==> src/rtl/bp_request_sequencer.sv <==
// bp_request_sequencer: client-side driver for the gshare predictor's start/done
// handshake. Holds one pending prediction and a FIFO of resolve updates, issues one
// operation at a time, holds operands until done, and aborts a silent predictor.
module bp_request_sequencer #(
  parameter int W        = 32,
  parameter int RQ_DEPTH = 4,
  parameter int TIMEOUT  = 15
) (
  input  logic         clk,
  input  logic         rst_n,
  // fetch side
  input  logic         i_pred_req,
  input  logic [W-1:0] i_pred_pc,
  output logic         o_pred_ready,
  output logic         o_pred_resp_valid,
  output logic         o_pred_resp_taken,
  output logic [W-1:0] o_pred_resp_tgt,
  // execute side
  input  logic         i_res_valid,
  input  logic [W-1:0] i_res_pc,
  input  logic         i_res_taken,
  input  logic [W-1:0] i_res_tgt,
  output logic         o_res_ready,
  // predictor side
  output logic         o_start_pred,
  output logic         o_start_resolve,
  output logic [W-1:0] o_bp_pc,
  output logic         o_bp_taken,
  output logic [W-1:0] o_bp_tgt,
  input  logic         i_done,
  input  logic         i_bp_pred_taken,
  input  logic [W-1:0] i_bp_pred_tgt,
  // status
  output logic         o_busy,
  output logic         o_timeout_err
);

  localparam int PW = $clog2(RQ_DEPTH);
  localparam int CW = PW + 1;
  localparam int TW = $clog2(TIMEOUT + 1);
  localparam int EW = 2 * W + 1;

  typedef enum logic [1:0] {S_IDLE, S_ISSUE, S_WAIT} state_t;

  state_t          r_state;
  state_t          w_state_next;

  logic            r_slot_full;
  logic [W-1:0]    r_slot_pc;

  logic [EW-1:0]   r_fifo [RQ_DEPTH];
  logic [PW-1:0]   r_wr_ptr;
  logic [PW-1:0]   r_rd_ptr;
  logic [CW-1:0]   r_count;

  logic [1:0]      r_streak;
  logic            r_op_is_pred;
  logic [TW-1:0]   r_tmo;

  logic            r_start_pred;
  logic            r_start_resolve;
  logic [W-1:0]    r_bp_pc;
  logic            r_bp_taken;
  logic [W-1:0]    r_bp_tgt;
  logic            r_resp_valid;
  logic            r_resp_taken;
  logic [W-1:0]    r_resp_tgt;

  logic            w_push;
  logic            w_fifo_ne;
  logic [EW-1:0]   w_head;
  logic            w_issue_res;
  logic            w_issue_pred;
  logic            w_wait_done;
  logic            w_tmo_hit;

  // Ready comes from the registered count, so a push while full is simply not accepted.
  assign o_res_ready = (r_count != CW'(RQ_DEPTH));
  assign o_pred_ready = !r_slot_full;
  assign w_push = i_res_valid && o_res_ready;
  assign w_fifo_ne = (r_count != '0);
  assign w_head = r_fifo[r_rd_ptr];

  // FSM state register.
  always_ff @(posedge clk or negedge rst_n) begin
    if (!rst_n) r_state <= S_IDLE;
    else        r_state <= w_state_next;
  end

  // Next state and issue arbitration: resolves first, but a waiting prediction wins
  // after two resolves in a row so fetch is never starved.
  always_comb begin
    w_state_next = r_state;
    w_issue_res  = 1'b0;
    w_issue_pred = 1'b0;
    w_wait_done  = 1'b0;
    w_tmo_hit    = 1'b0;
    case (r_state)
      S_IDLE: begin
        if (w_fifo_ne && !(r_slot_full && (r_streak == 2'd2))) begin
          w_issue_res  = 1'b1;
          w_state_next = S_ISSUE;
        end else if (r_slot_full) begin
          w_issue_pred = 1'b1;
          w_state_next = S_ISSUE;
        end
      end
      S_ISSUE: w_state_next = S_WAIT;
      S_WAIT: begin
        if (i_done) begin
          w_wait_done  = 1'b1;
          w_state_next = S_IDLE;
        end else if (r_tmo == TW'(TIMEOUT)) begin
          w_tmo_hit    = 1'b1;
          w_state_next = S_IDLE;
        end
      end
      default: w_state_next = S_IDLE;
    endcase
  end

  // Resolve FIFO storage; contents need no reset since count gates every read.
  always_ff @(posedge clk) begin
    if (w_push) r_fifo[r_wr_ptr] <= {i_res_pc, i_res_taken, i_res_tgt};
  end

  // Slot, FIFO bookkeeping, operand latching, start pulses, timeout counter, response.
  always_ff @(posedge clk or negedge rst_n) begin
    if (!rst_n) begin
      r_slot_full     <= 1'b0;
      r_slot_pc       <= '0;
      r_wr_ptr        <= '0;
      r_rd_ptr        <= '0;
      r_count         <= '0;
      r_streak        <= '0;
      r_op_is_pred    <= 1'b0;
      r_tmo           <= '0;
      r_start_pred    <= 1'b0;
      r_start_resolve <= 1'b0;
      r_bp_pc         <= '0;
      r_bp_taken      <= 1'b0;
      r_bp_tgt        <= '0;
      r_resp_valid    <= 1'b0;
      r_resp_taken    <= 1'b0;
      r_resp_tgt      <= '0;
    end else begin
      // pred slot: freed by issue; refill is impossible that cycle since ready was low
      if (w_issue_pred) begin
        r_slot_full <= 1'b0;
      end else if (i_pred_req && !r_slot_full) begin
        r_slot_full <= 1'b1;
        r_slot_pc   <= i_pred_pc;
      end

      if (w_push)      r_wr_ptr <= r_wr_ptr + PW'(1);
      if (w_issue_res) r_rd_ptr <= r_rd_ptr + PW'(1);
      case ({w_push, w_issue_res})
        2'b10:   r_count <= r_count + CW'(1);
        2'b01:   r_count <= r_count - CW'(1);
        default: r_count <= r_count;
      endcase

      if (w_issue_res) begin
        r_bp_pc      <= w_head[EW-1:W+1];
        r_bp_taken   <= w_head[W];
        r_bp_tgt     <= w_head[W-1:0];
        r_op_is_pred <= 1'b0;
        if (r_streak != 2'd2) r_streak <= r_streak + 2'd1;
      end else if (w_issue_pred) begin
        r_bp_pc      <= r_slot_pc;
        r_bp_taken   <= 1'b0;
        r_bp_tgt     <= '0;
        r_op_is_pred <= 1'b1;
        r_streak     <= '0;
      end

      r_start_pred    <= w_issue_pred;
      r_start_resolve <= w_issue_res;

      // counts 1 on the first WAIT cycle
      if (r_state == S_ISSUE)     r_tmo <= TW'(1);
      else if (r_state == S_WAIT) r_tmo <= r_tmo + TW'(1);

      r_resp_valid <= w_wait_done && r_op_is_pred;
      if (w_wait_done && r_op_is_pred) begin
        r_resp_taken <= i_bp_pred_taken;
        r_resp_tgt   <= i_bp_pred_tgt;
      end
    end
  end

  assign o_start_pred      = r_start_pred;
  assign o_start_resolve   = r_start_resolve;
  assign o_bp_pc           = r_bp_pc;
  assign o_bp_taken        = r_bp_taken;
  assign o_bp_tgt          = r_bp_tgt;
  assign o_pred_resp_valid = r_resp_valid;
  assign o_pred_resp_taken = r_resp_taken;
  assign o_pred_resp_tgt   = r_resp_tgt;
  assign o_busy            = (r_state != S_IDLE);
  assign o_timeout_err     = w_tmo_hit;

endmodule

==> config.mk <==
export PLATFORM = sky130hd
export DESIGN_NAME = bp_request_sequencer
export DESIGN_NICKNAME = d
export VERILOG_FILES = /design/src/rtl/bp_request_sequencer.sv
export SDC_FILE = /design/constraint.sdc
export NUM_CORES = 1
export LEC_CHECK = 0
export CORE_MARGIN = 10
export CORE_UTILIZATION = 54
export CTS_CLUSTER_DIAMETER = 50
export DETAILED_ROUTE_END_ITERATION = 10
export GPL_TIMING_DRIVEN = 0
export MAX_ROUTING_LAYER = met4
export PLACE_DENSITY = 0.78
export SLEW_MARGIN = 10
export SYNTH_ARGS = -nofsm -noshare
export SYNTH_HDL_FRONTEND = slang
export SYNTH_SLANG_ARGS = --single-unit
==> constraint.sdc <==
create_clock -name clk -period 3.6 [get_ports clk]
set_input_delay 0.36 -clock clk [delete_from_list [all_inputs] [get_ports clk]]
set_output_delay 0.36 -clock clk [all_outputs]
set_load 0.03 [all_outputs]
==> results of run 1 <==
routing by layer:
layer  part of all wire, %  GRT usage, %  wire [um]
met5                     0             -          0
met3                   7.0          4.10       2400
met2                    51          32.8      17500
met1                    41          24.0      14000
met4                   1.4          4.42        491
cells in the mapped netlist (all sizes together), types with 11 or more instances:
master | count | area, um2
edfxtp | 260 | 7810
ha | 11 | 138
inv | 47 | 176
mux2 | 133 | 1500
buf | 26 | 258
nand2 | 37 | 141
clkbuf | 12 | 45.0
dfrtp | 150 | 3750
mux4 | 65 | 1460
mux2i | 34 | 340
stage by stage:
step | TNS [ns] | power (mW) | util [%] | instances | hold WS (ns)
final | 0 | 18.7 | 70.2 | 1526 | 0.387
after global routing | 0 | 19.7 | 70.2 | 1526 | 0.434
after CTS | 0 | 18.9 | 70.2 | 1525 | 0.400
after detailed placement | 0 | 14.8 | 65.6 | 1448 | 0.361
after global placement | -817.47 | 14.6 | 65.1 | 1443 | 0.468
after floorplan | 0 | 12.1 | - | 820 | 0.0644
power by group through the flow:
stage                     Clock [mW]  Combinational (mW)  Sequential (mW)
after floorplan                    0                3.97             8.18
after global placement             0                7.33             7.23
after detailed placement           0                7.60             7.22
after CTS                       4.16                7.63             7.15
after global routing            4.37                8.03             7.28
final                           4.08                7.47             7.14
sequential cells by signal, indices dropped and copies added, names as in the netlist:
register,flops
r_fifo,260
o_start_pred,1
r_state,2
r_tmo,4
r_wr_ptr,2
r_op_is_pred,1
r_count,3
o_start_resolve,1
r_slot_full,1
o_bp_tgt,32
r_rd_ptr,2
o_pred_resp_tgt,32
r_slot_pc,32
o_bp_pc,32
o_pred_resp_valid,1
r_streak,2
o_bp_taken,1
o_pred_resp_taken,1
area by class of cell:
class | instances | area, um2 | area share, %
flip-flops and latches | 410 | 11600 | 56.9
multi-input cells | 325 | 3930 | 19.3
repair buffers | 245 | 2540 | 12.5
clock buffers | 67 | 1250 | 6.13
well taps | 384 | 480 | 2.37
plain buffers | 38 | 303 | 1.49
inverters | 47 | 176 | 0.868
clock inverters | 9 | 70.1 | 0.345
diodes | 1 | 2.50 | 0.0123
repair_timing:
item,CTS,global route
endpoints found under the hold margin,69,0
hold buffers,1,0
buffers inserted,0,0
kinds of logic (layout without fill, tap and decap cells):
group | count (synthesis) | count (layout) | synth area share [%]
compound gates | 14 | 14 | 0.659
other cells | 0 | 1 | 0
simple gates | 61 | 61 | 1.84
flops | 410 | 410 | 72.5
buf+inv | 85 | 406 | 3.00
xor+xnor | 6 | 6 | 0.329
mux | 232 | 232 | 20.7
fa+ha+maj | 12 | 12 | 0.988
worst max-delay path, cell delays in order, from the launching register on:
cell and delay [ns]:
sky130_fd_sc_hd__dfrtp_1 0.44, sky130_fd_sc_hd__or3_1 0.36, sky130_fd_sc_hd__buf_2 0.18, sky130_fd_sc_hd__nand3_4 0.16
sky130_fd_sc_hd__buf_12 0.17, sky130_fd_sc_hd__buf_12 0.15, sky130_fd_sc_hd__inv_1 0.08, sky130_fd_sc_hd__ha_1 0.22
sky130_fd_sc_hd__fa_1 0.38, sky130_fd_sc_hd__xnor2_1 0.17, sky130_fd_sc_hd__nor2_1 0.07, sky130_fd_sc_hd__xor2_1 0.14
final timing paths:
| path | start | to | slack [ns] | cells after the start |
|---|---|---|---|---|
| max in group asynchronous | rst_n | o_bp_tgt[0] | 2.35 | 3 |
| setup reg to reg | r_count[0] | r_count[2] | 0.94 | 11 |
| hold / removal | rst_n | o_pred_resp_tgt[25] | 0.39 | 2 |
| hold reg to reg | r_slot_pc[4] | r_slot_pc[4] | 0.49 | 1 |
| setup / recovery | r_count[0] | r_count[2] | 0.94 | 11 |
| min in group clk | i_pred_pc[27] | r_slot_pc[27] | 0.44 | 2 |
==> results.md, run 1 <==
* Power density normalized to cell area at 920 nW/um2
* Mean cell area of the mapped netlist at 19.5 um2
* Sum of overflow across all layers after global routing at 0
* Clock root buffer: sky130_fd_sc_hd__clkbuf_16
* Setup slack after layout at approximately 0.94 ns
* Switching Fraction at between 30% and 40%
* HPWL after DPL at approximately 23,000 um
* CP startpoint kind: register
* P_sw at ~6.1 mW
* RSZ-0062 raised after global routing: false
* Inserted Clock Buffers at 42
* Final critical-path share of the clock period at 74.0%
* Endpoint kind of the worst setup timing path: register
* Clock power share at between 20% and 30%
* Worst Tran Pin Value at 0.713 ns
* Mean number of vias per cell at around 5.4
* Critical path fanouts, max at 10
* Clock sink total at 410
* Asr flop ratio synth at 36.6%
* CTS clock-pin slew for the worst setup and hold paths at around 0.06 ns
* Area of all placed cells without fillers at around 20,000 um2
* Fill cells at 1,858
* Combined global-route utilization of all metal layers at 19.5%
* Area of the core at 28,900 um2
* Headroom to the max-slew limit at 52.5%
* Wire length of the first global-routing pass at around 53,000 um
* WS Path Type: reg -> reg
* Wirelength, routed at 34,300 um
* Number of core rows at 62
* Via count of the first global-routing pass at 9,307
* Primary FF master, synth: sky130_fd_sc_hd__edfxtp_1
* Count of antenna-violating nets left after detailed routing at 0
* Status: complete, no violations
* Slew Viols, Final at 0
* Leak Pwr at around 7.7 nW
* Worst min-delay path category: in -> async
* Number of DRC violations after detailed routing at 0
* Yosys cell types at 37
* Total iterations of the first detailed-routing run at 4
* Total placed instance area at 19,000 um2
* Area Overhead vs Synth at 27.4%
* VDD IR max at 0.635 mV
* Maximum Capacitance Violations at 0
* Clock latency on the worst-skew pair at 0.54 ns
* Pin count of the biggest net entering global routing at 82
* Number of levels the H-tree was split into at 2
* Number of instances in the synthesized netlist at 820
* EDFF count, synth at 260
* Final Wtd Congestion at around 0.75
* Part of the total power dissipated in combinational logic at 40.0%
* Maximum clock frequency at approximately 380 MHz
* Detailed-route via count at 8,212
* Count of synthesis-stage warnings from yosys at 0
* I/O pin count at 240
* Bufs on Longest Clock Path at 3
* Reg power frac at 38.2%
* Layout cell share with drive strength beyond 1 at 25.7%
* Arrival @ worst endpoint at 3.07 ns
* Chip width at 192 um
* Synthesis-stage register bit count at 410
* Initial antenna violation count at 1
* Buffers on Ports at 239
* Minimum clock period at 2.66 ns
* Clock tree from TritonCTS: done
* Clock skew after layout at approximately 0.022 ns
* Internal power of the cells at about 13 mW
* Nets in the synthesized netlist at roughly 970
* DR WL/cell at 22.5 um
* Post-synthesis sequential area ratio at 72.5%
* Post-cts resize count at 0
* Cell area after technology mapping at ~16,000 um2
* Most frequent standard cell in the layout excluding fill and tap cells: sky130_fd_sc_hd__edfxtp_1
* Final hold violation count at 0
* Critical path data required time at 4.01 ns
* Most frequent cells in the layout: sky130_fd_sc_hd__edfxtp_1, sky130_fd_sc_hd__clkdlybuf4s50_1, sky130_fd_sc_hd__dfrtp_1
* Final setup violation count at 0
* Die H at ~190 um
* Number of DRC markers in iteration 0 at 446
* Worst Setup Slack post-DPL at 0.914 ns
* Net count of the finished layout at 1,256
* Starting Density at 55.1%
* Full die area at 36,800 um2
Power figures use the tool's default switching activity.
==> run 2: changes to the inputs <==
==> constraint.sdc (replaced) <==
create_clock -name clk -period 2.5 [get_ports clk]
set_input_delay 0.25 -clock clk [delete_from_list [all_inputs] [get_ports clk]]
set_output_delay 0.25 -clock clk [all_outputs]
set_load 0.03 [all_outputs]
==> run 2 against run 1 <==
  * Power up 47%
  * Non-clock buffer count up 4
  * Clock-buffer cell count down 6
  * Critical path depth unchanged
  * First-iteration DRC count down 26%
  * Clock skew down 0.0068 ns
  * Cell count up 1.1%
  * Sequential power up 44%
  * Global-route usage down 0.11 points
  * Critical path type unchanged
==> results.md, run 2 (synthesis results as in run 1) <==
* Number of core rows at 62 (unchanged)
* RSZ-0062 raised after global routing: true
* Clock root buffer: sky130_fd_sc_hd__clkbuf_16
* Count of antenna-violating nets left after detailed routing at 0 (unchanged)
* VDD IR max at 0.831 mV (+31%)
* DR WL/cell at 22.2 um (-1.2%)
* Bufs on Longest Clock Path at 3 (unchanged)
* Via count of the first global-routing pass at 9,076 (-2.5%)
* Clock tree from TritonCTS: done
* Die H at 192 um (unchanged)
* Inserted Clock Buffers at 46 (+9.5%)
* Total iterations of the first detailed-routing run at 5 (+1)
* Number of levels the H-tree was split into at 2 (unchanged)
* CP startpoint kind: register
* Worst Setup Slack post-DPL at -0.151 ns (-1.07 ns)
* Area of the core at 28,900 um2 (unchanged)
* Worst min-delay path category: in -> async
* Mean number of vias per cell at 5.40 (+0.36%)
* Total placed instance area at 19,000 um2 (-0.12%)
* Most used cell along the critical path: sky130_fd_sc_hd__buf_12
* Leak Pwr at 7.84 nW (+1.6%)
* Headroom to the max-slew limit at 48.3% (-4.2 points)
* Largest register FFs at 260 (unchanged)
* Highest cell delay on the worst timing path at 0.43 ns (about the same)
* Arrival @ worst endpoint at 2.87 ns (-0.20 ns)
* Maximum Capacitance Violations at 0 (unchanged)
* Layout cell share with drive strength beyond 1 at 27.6% (+2.0 points)
* Status: complete, no violations
* Worst path top cell family by delay: adder cells
* Buf/Inv on CP at 4 (unchanged)
* Register ranked first by flip-flop count: r_fifo
* Number of DRC violations after detailed routing at 0 (unchanged)
* Net count of the finished layout at 1,264 (+0.64%)
* Setup slack after layout at 0.0416 ns (-0.894 ns)
* Area Overhead vs Synth at 28.7%
* Maximum clock frequency at 407 MHz (+8.4%)
* I/O pin count at 240 (unchanged)
* Area of all placed cells without fillers at 20,500 um2 (+1.0%)
* Most frequent standard cell in the layout excluding fill and tap cells: sky130_fd_sc_hd__edfxtp_1
* Minimum clock period at 2.46 ns (-0.206 ns)
* Endpoint kind of the worst setup timing path: register
* Final hold violation count at 0 (unchanged)
* Full die area at 36,800 um2 (unchanged)
* Clock latency on the worst-skew pair at 0.54 ns (about the same)
* Pin count of the biggest net entering global routing at 80 (-2.4%)
* Clock skew after layout at 0.0156 ns (-0.00677 ns)
* Critical path data required time at 2.91 ns (-1.10 ns)
* Worst Tran Pin Value at 0.776 ns (+0.0627 ns)
* Critical-path top delay cell: sky130_fd_sc_hd__dfrtp_2
* Combined global-route utilization of all metal layers at 19.4% (-0.11 points)
* Chip width at 192 um (unchanged)
* Buffers on Ports at 239 (unchanged)
* Slew Viols, Final at 0 (unchanged)
* Wire length of the first global-routing pass at 53,300 um (-0.34%)
* Clock sink total at 410 (unchanged)
* Wirelength, routed at 34,300 um (-0.14%)
* Starting Density at 55.1% (unchanged)
* Fill cells at 1,830 (-1.5%)
* Final setup violation count at 0 (unchanged)
* Final Wtd Congestion at 0.735 (-2.5%)
* List of cells traversed by the critical path: or3_1 > buf_4 > nand3_4 > buf_12 > buf_12 > inv_1 > ha_1 > fa_1 > xnor2_1 > nor2_1 > xor2_1
* Sum of overflow across all layers after global routing at 0 (unchanged)
* Power density normalized to cell area at 1340 nW/um2 (+46%)
* Detailed-route via count at 8,333 (+1.5%)
* Number of DRC markers in iteration 0 at 329 (-26%)
* CTS clock-pin slew for the worst setup and hold paths at 0.06 ns (about the same)
* Final critical-path share of the clock period at 98.3% (+24 points)
* WS Path Type: reg -> reg
* Most frequent cells in the layout: sky130_fd_sc_hd__edfxtp_1, sky130_fd_sc_hd__clkdlybuf4s50_1, sky130_fd_sc_hd__dfrtp_1
* HPWL after DPL at 22,400 um (-1.7%)
* Initial antenna violation count at 4 (+3)
* Critical path fanouts, max at 10 (unchanged)
run 2: changes by cell type in the layout (fill, tap and decap cells not counted), moves of 5 or more:
cell	delta
sky130_fd_sc_hd__buf_4	+5
sky130_fd_sc_hd__clkinv_2	+5
sky130_fd_sc_hd__inv_6	+5
sky130_fd_sc_hd__clkbuf_1	-9
run 2: metal layers:
metal  GRT usage, %  vias up  wire length, um
li1               -     3734                -
met1           24.9     4294            14300
met2           30.6      250            16900
met3           4.48       55             2330
met4           5.56        0              745
met5              -        -                0
run 2: final timing paths:
| check | start | cells past startpoint | slack, ns | to |
|---|---|---|---|---|
| worst max-delay path | r_count[1] | 11 | 0.04 | r_count[2] |
| worst min-delay path | rst_n | 2 | 0.28 | o_pred_resp_tgt[9] |
| worst max register to register | r_count[1] | 11 | 0.04 | r_count[2] |
| worst min register to register | r_slot_pc[5] | 1 | 0.48 | r_slot_pc[5] |
| max in group asynchronous | rst_n | 3 | 1.38 | o_bp_pc[3] |
| min in group clk | i_pred_pc[3] | 2 | 0.33 | r_slot_pc[3] |
run 2: area by class of cell:
| class | instances | area, um2 | area share, % |
|---|---|---|---|
| flip-flops and latches | 410 | 11600 | 56.3 |
| well taps | 384 | 480 | 2.34 |
| clock inverters | 24 | 199 | 0.969 |
| clock buffers | 61 | 1300 | 6.33 |
| diodes | 5 | 12.5 | 0.0610 |
| plain buffers | 38 | 308 | 1.50 |
| repair buffers | 249 | 2560 | 12.5 |
| inverters | 47 | 176 | 0.860 |
| multi-input cells | 325 | 3930 | 19.1 |
run 2: where the power goes:
part,switching [mW],leakage (nW),internal (mW)
Sequential,0.836,4.20,9.42
Combinational,5.50,2.91,5.28
Clock,2.70,0.734,3.81
run 2: what timing repair did:
action                                  in CTS  in global routing
resized for setup                            3                  4
hold buffers                                 1                  0
buffers inserted                             4                  0
pin swaps                                    3                  0
hold endpoints to repair                    71                  0
endpoints found under the setup margin       3                  4
run 2: stage by stage:
stage	hold WS (ns)	total power [mW]	instances	TNS [ns]	util, %
floorplan	-0.0456	17.5	820	0	-
global placement	0.468	20.9	1443	-857.96	65.1
detailed placement	0.254	21.2	1448	-0.262	65.5
CTS	0.291	27.9	1538	0	70.9
global route	0.318	29.0	1542	-0.0867	70.9
finish	0.282	27.5	1543	0	70.9
==> run 3: changes to the inputs <==
--- a/config.mk
+++ b/config.mk
@@ -5,7 +5,6 @@
 export SDC_FILE = /design/constraint.sdc
 export NUM_CORES = 1
 export LEC_CHECK = 0
-export CORE_MARGIN = 10
 export CORE_UTILIZATION = 54
 export CTS_CLUSTER_DIAMETER = 50
 export DETAILED_ROUTE_END_ITERATION = 10
==> run 3 against run 2 <==
  * Clock-buffer cell count down 4
  * Die area down 18%
  * Register-to-register slack better by 0.07 ns
  * Fmax up 2.9%
  * Power down 0.26%
  * Critical endpoint unchanged
  * Largest power group unchanged
  * Highest routed layer unchanged
==> results.md, run 3 (synthesis results as in run 1) <==
* WS Path Type: reg -> reg
* Inserted Clock Buffers at 44 (-4.3%)
* Leak Pwr at 7.84 nW (-0.11%)
* Final setup violation count at 0 (unchanged)
* Buffers on Ports at 239 (unchanged)
* RSZ-0062 raised after global routing: true
* Endpoint kind of the worst setup timing path: register
* Total iterations of the first detailed-routing run at 4 (-1)
* Number of DRC markers in iteration 0 at 439 (+33%)
* Full die area at 30,200 um2 (-18%)
* Bufs on Longest Clock Path at 3 (unchanged)
* Total Power Consumption at 27.5 mW (-0.26%)
* Most used cell along the critical path: sky130_fd_sc_hd__buf_12
* Wirelength, routed at 31,600 um (-7.9%)
* Number of levels the H-tree was split into at 2 (unchanged)
* Pin count of the biggest net entering global routing at 80 (unchanged)
* Buf/Inv on CP at 4 (unchanged)
* Minimum clock period at 2.39 ns (-0.0693 ns)
* Net count of the finished layout at 1,264 (unchanged)
* CP startpoint kind: register
* Combined global-route utilization of all metal layers at 22.1% (+2.7 points)
* CTS clock-pin slew for the worst setup and hold paths at 0.06 ns (about the same)
* Wire length of the first global-routing pass at 49,200 um (-7.6%)
* Fill cells at 1,873 (+2.3%)
* Power density normalized to cell area at 1340 nW/um2 (-0.26%)
* VDD IR max at 0.745 mV (-10%)
* Clock root buffer: sky130_fd_sc_hd__clkbuf_16
* Clock skew after layout at 0.0113 ns (-0.00430 ns)
* Maximum Capacitance Violations at 0 (unchanged)
* Sum of overflow across all layers after global routing at 0 (unchanged)
* Highest cell delay on the worst timing path at 0.40 ns (-0.03 ns)
* Number of DRC violations after detailed routing at 0 (unchanged)
* Final hold violation count at 0 (unchanged)
* Clock tree from TritonCTS: done
* Clock latency on the worst-skew pair at 0.54 ns (about the same)
* Maximum clock frequency at 419 MHz (+2.9%)
* I/O pin count at 240 (unchanged)
* Mean number of vias per cell at 5.31 (-1.6%)
* Slew Viols, Final at 0 (unchanged)
* Starting Density at 55.3% (+0.15 points)
* Most frequent cells in the layout: sky130_fd_sc_hd__edfxtp_1, sky130_fd_sc_hd__clkdlybuf4s50_1, sky130_fd_sc_hd__dfrtp_1
* Area of the core at 28,900 um2 (-0.27%)
* Headroom to the max-slew limit at 52.9% (+4.6 points)
* Initial antenna violation count at 3 (-1)
* Via count of the first global-routing pass at 8,827 (-2.7%)
* Register ranked first by flip-flop count: r_fifo
* Chip width at 174 um (-9.4%)
* Final Wtd Congestion at 0.745 (+1.3%)
* Critical path fanouts, max at 10 (unchanged)
* Detailed-route via count at 8,185 (-1.8%)
* Clock sink total at 410 (unchanged)
* Die H at 174 um (-9.4%)
* DR WL/cell at 20.5 um (-7.7%)
* Worst Tran Pin Value at 0.707 ns (-0.0691 ns)
* Final critical-path share of the clock period at 95.6% (-2.8 points)
* Arrival @ worst endpoint at 2.81 ns (-0.06 ns)
* Area Overhead vs Synth at 28.7% (unchanged)
* Status: complete, no violations
* HPWL after DPL at 19,800 um (-12%)
* Worst min-delay path category: in -> async
* Critical path data required time at 2.92 ns (about the same)
* List of cells traversed by the critical path: or3_1 > buf_4 > nand3_4 > buf_12 > buf_12 > inv_1 > ha_2 > fa_2 > xnor2_1 > nor2_1 > xor2_1
* Post-route worst hold slack at 0.286 ns (+0.00327 ns)
* Worst path top cell family by delay: adder cells
* Number of core rows at 62 (unchanged)
* Layout cell share with drive strength beyond 1 at 26.9% (-0.76 points)
* Count of antenna-violating nets left after detailed routing at 0 (unchanged)
* Largest register FFs at 260 (unchanged)
* Most frequent standard cell in the layout excluding fill and tap cells: sky130_fd_sc_hd__edfxtp_1
* Critical-path top delay cell: sky130_fd_sc_hd__dfrtp_2
==> run 3: cell types whose count changed in the layout (fill, tap and decap cells not counted), sizes merged <==
cell and delta:
buf +3, bufinv +4, clkbuf -5, clkinv +3, clkinvlp -2, diode -2, inv -4
==> run 3: path summary, 6_finish.rpt <==
| path | end | depth (start not counted) | slack [ns] | startpoint |
|---|---|---|---|---|
| min | o_pred_resp_tgt[27] | 2 | 0.29 | rst_n |
| max in group asynchronous | r_count[0] | 3 | 1.40 | rst_n |
| min reg2reg | r_slot_pc[4] | 1 | 0.48 | r_slot_pc[4] |
| max reg2reg | r_count[2] | 11 | 0.11 | r_count[0] |
| min in group clk | r_slot_pc[4] | 2 | 0.31 | i_pred_pc[4] |
| max | r_count[2] | 11 | 0.11 | r_count[0] |
==> run 3: report_power, final <==
| part | leakage, nW | internal, mW | total [mW] | switching [mW] |
|---|---|---|---|---|
| clock | 0.708 | 3.90 | 6.49 | 2.59 |
| combinational | 2.93 | 5.33 | 10.8 | 5.42 |
| sequential | 4.20 | 9.42 | 10.2 | 0.819 |
| total | 7.84 | 18.7 | 27.5 | 8.82 |
==> run 3: cell type report <==
| class | instances | area (um2) | area share (%) |
|---|---|---|---|
| clock inverter | 25 | 269 | 1.31 |
| multi-input combinational | 325 | 3940 | 19.2 |
| buffer | 38 | 308 | 1.50 |
| inverter | 47 | 176 | 0.860 |
| clock buffer | 57 | 1190 | 5.80 |
| sequential | 410 | 11600 | 56.3 |
| tap | 384 | 480 | 2.34 |
| timing repair buffer | 251 | 2590 | 12.6 |
| antenna | 3 | 7.51 | 0.0366 |
==> run 3: stage by stage <==
stage	instance area (um2)	setup TNS, ns	util, %	cells	setup slack, ns
global route	20500	-0.00310	71.1	1540	-0.00310
CTS	20500	0	71.0	1536	0.0249
finish	20500	0	71.1	1540	0.111
detailed placement	19000	-0.281	65.8	1448	-0.178
floorplan	16000	0	-	820	0.0995
global placement	18800	-870.18	65.2	1443	-5.37
==> run 3: per-layer routing <==
metal / routed length (um) / GRT usage [%] / share of wire [%]
met1: 13000 / 28.2 / 41
met2: 16100 / 36.0 / 51
met3: 2030 / 5.33 / 6.4
met4: 505 / 5.34 / 1.6
met5: 0 / - / 0
==> run 3: what timing repair did <==
| action | 4_1_cts | 5_1_grt |
|---|---|---|
| hold buffers | 1 | 0 |
| buffers inserted | 5 | 1 |
| setup endpoints to repair | 3 | 4 |
| endpoints found under the hold margin | 71 | 0 |
| pin swaps | 1 | 3 |
| gates resized for setup | 4 | 6 |
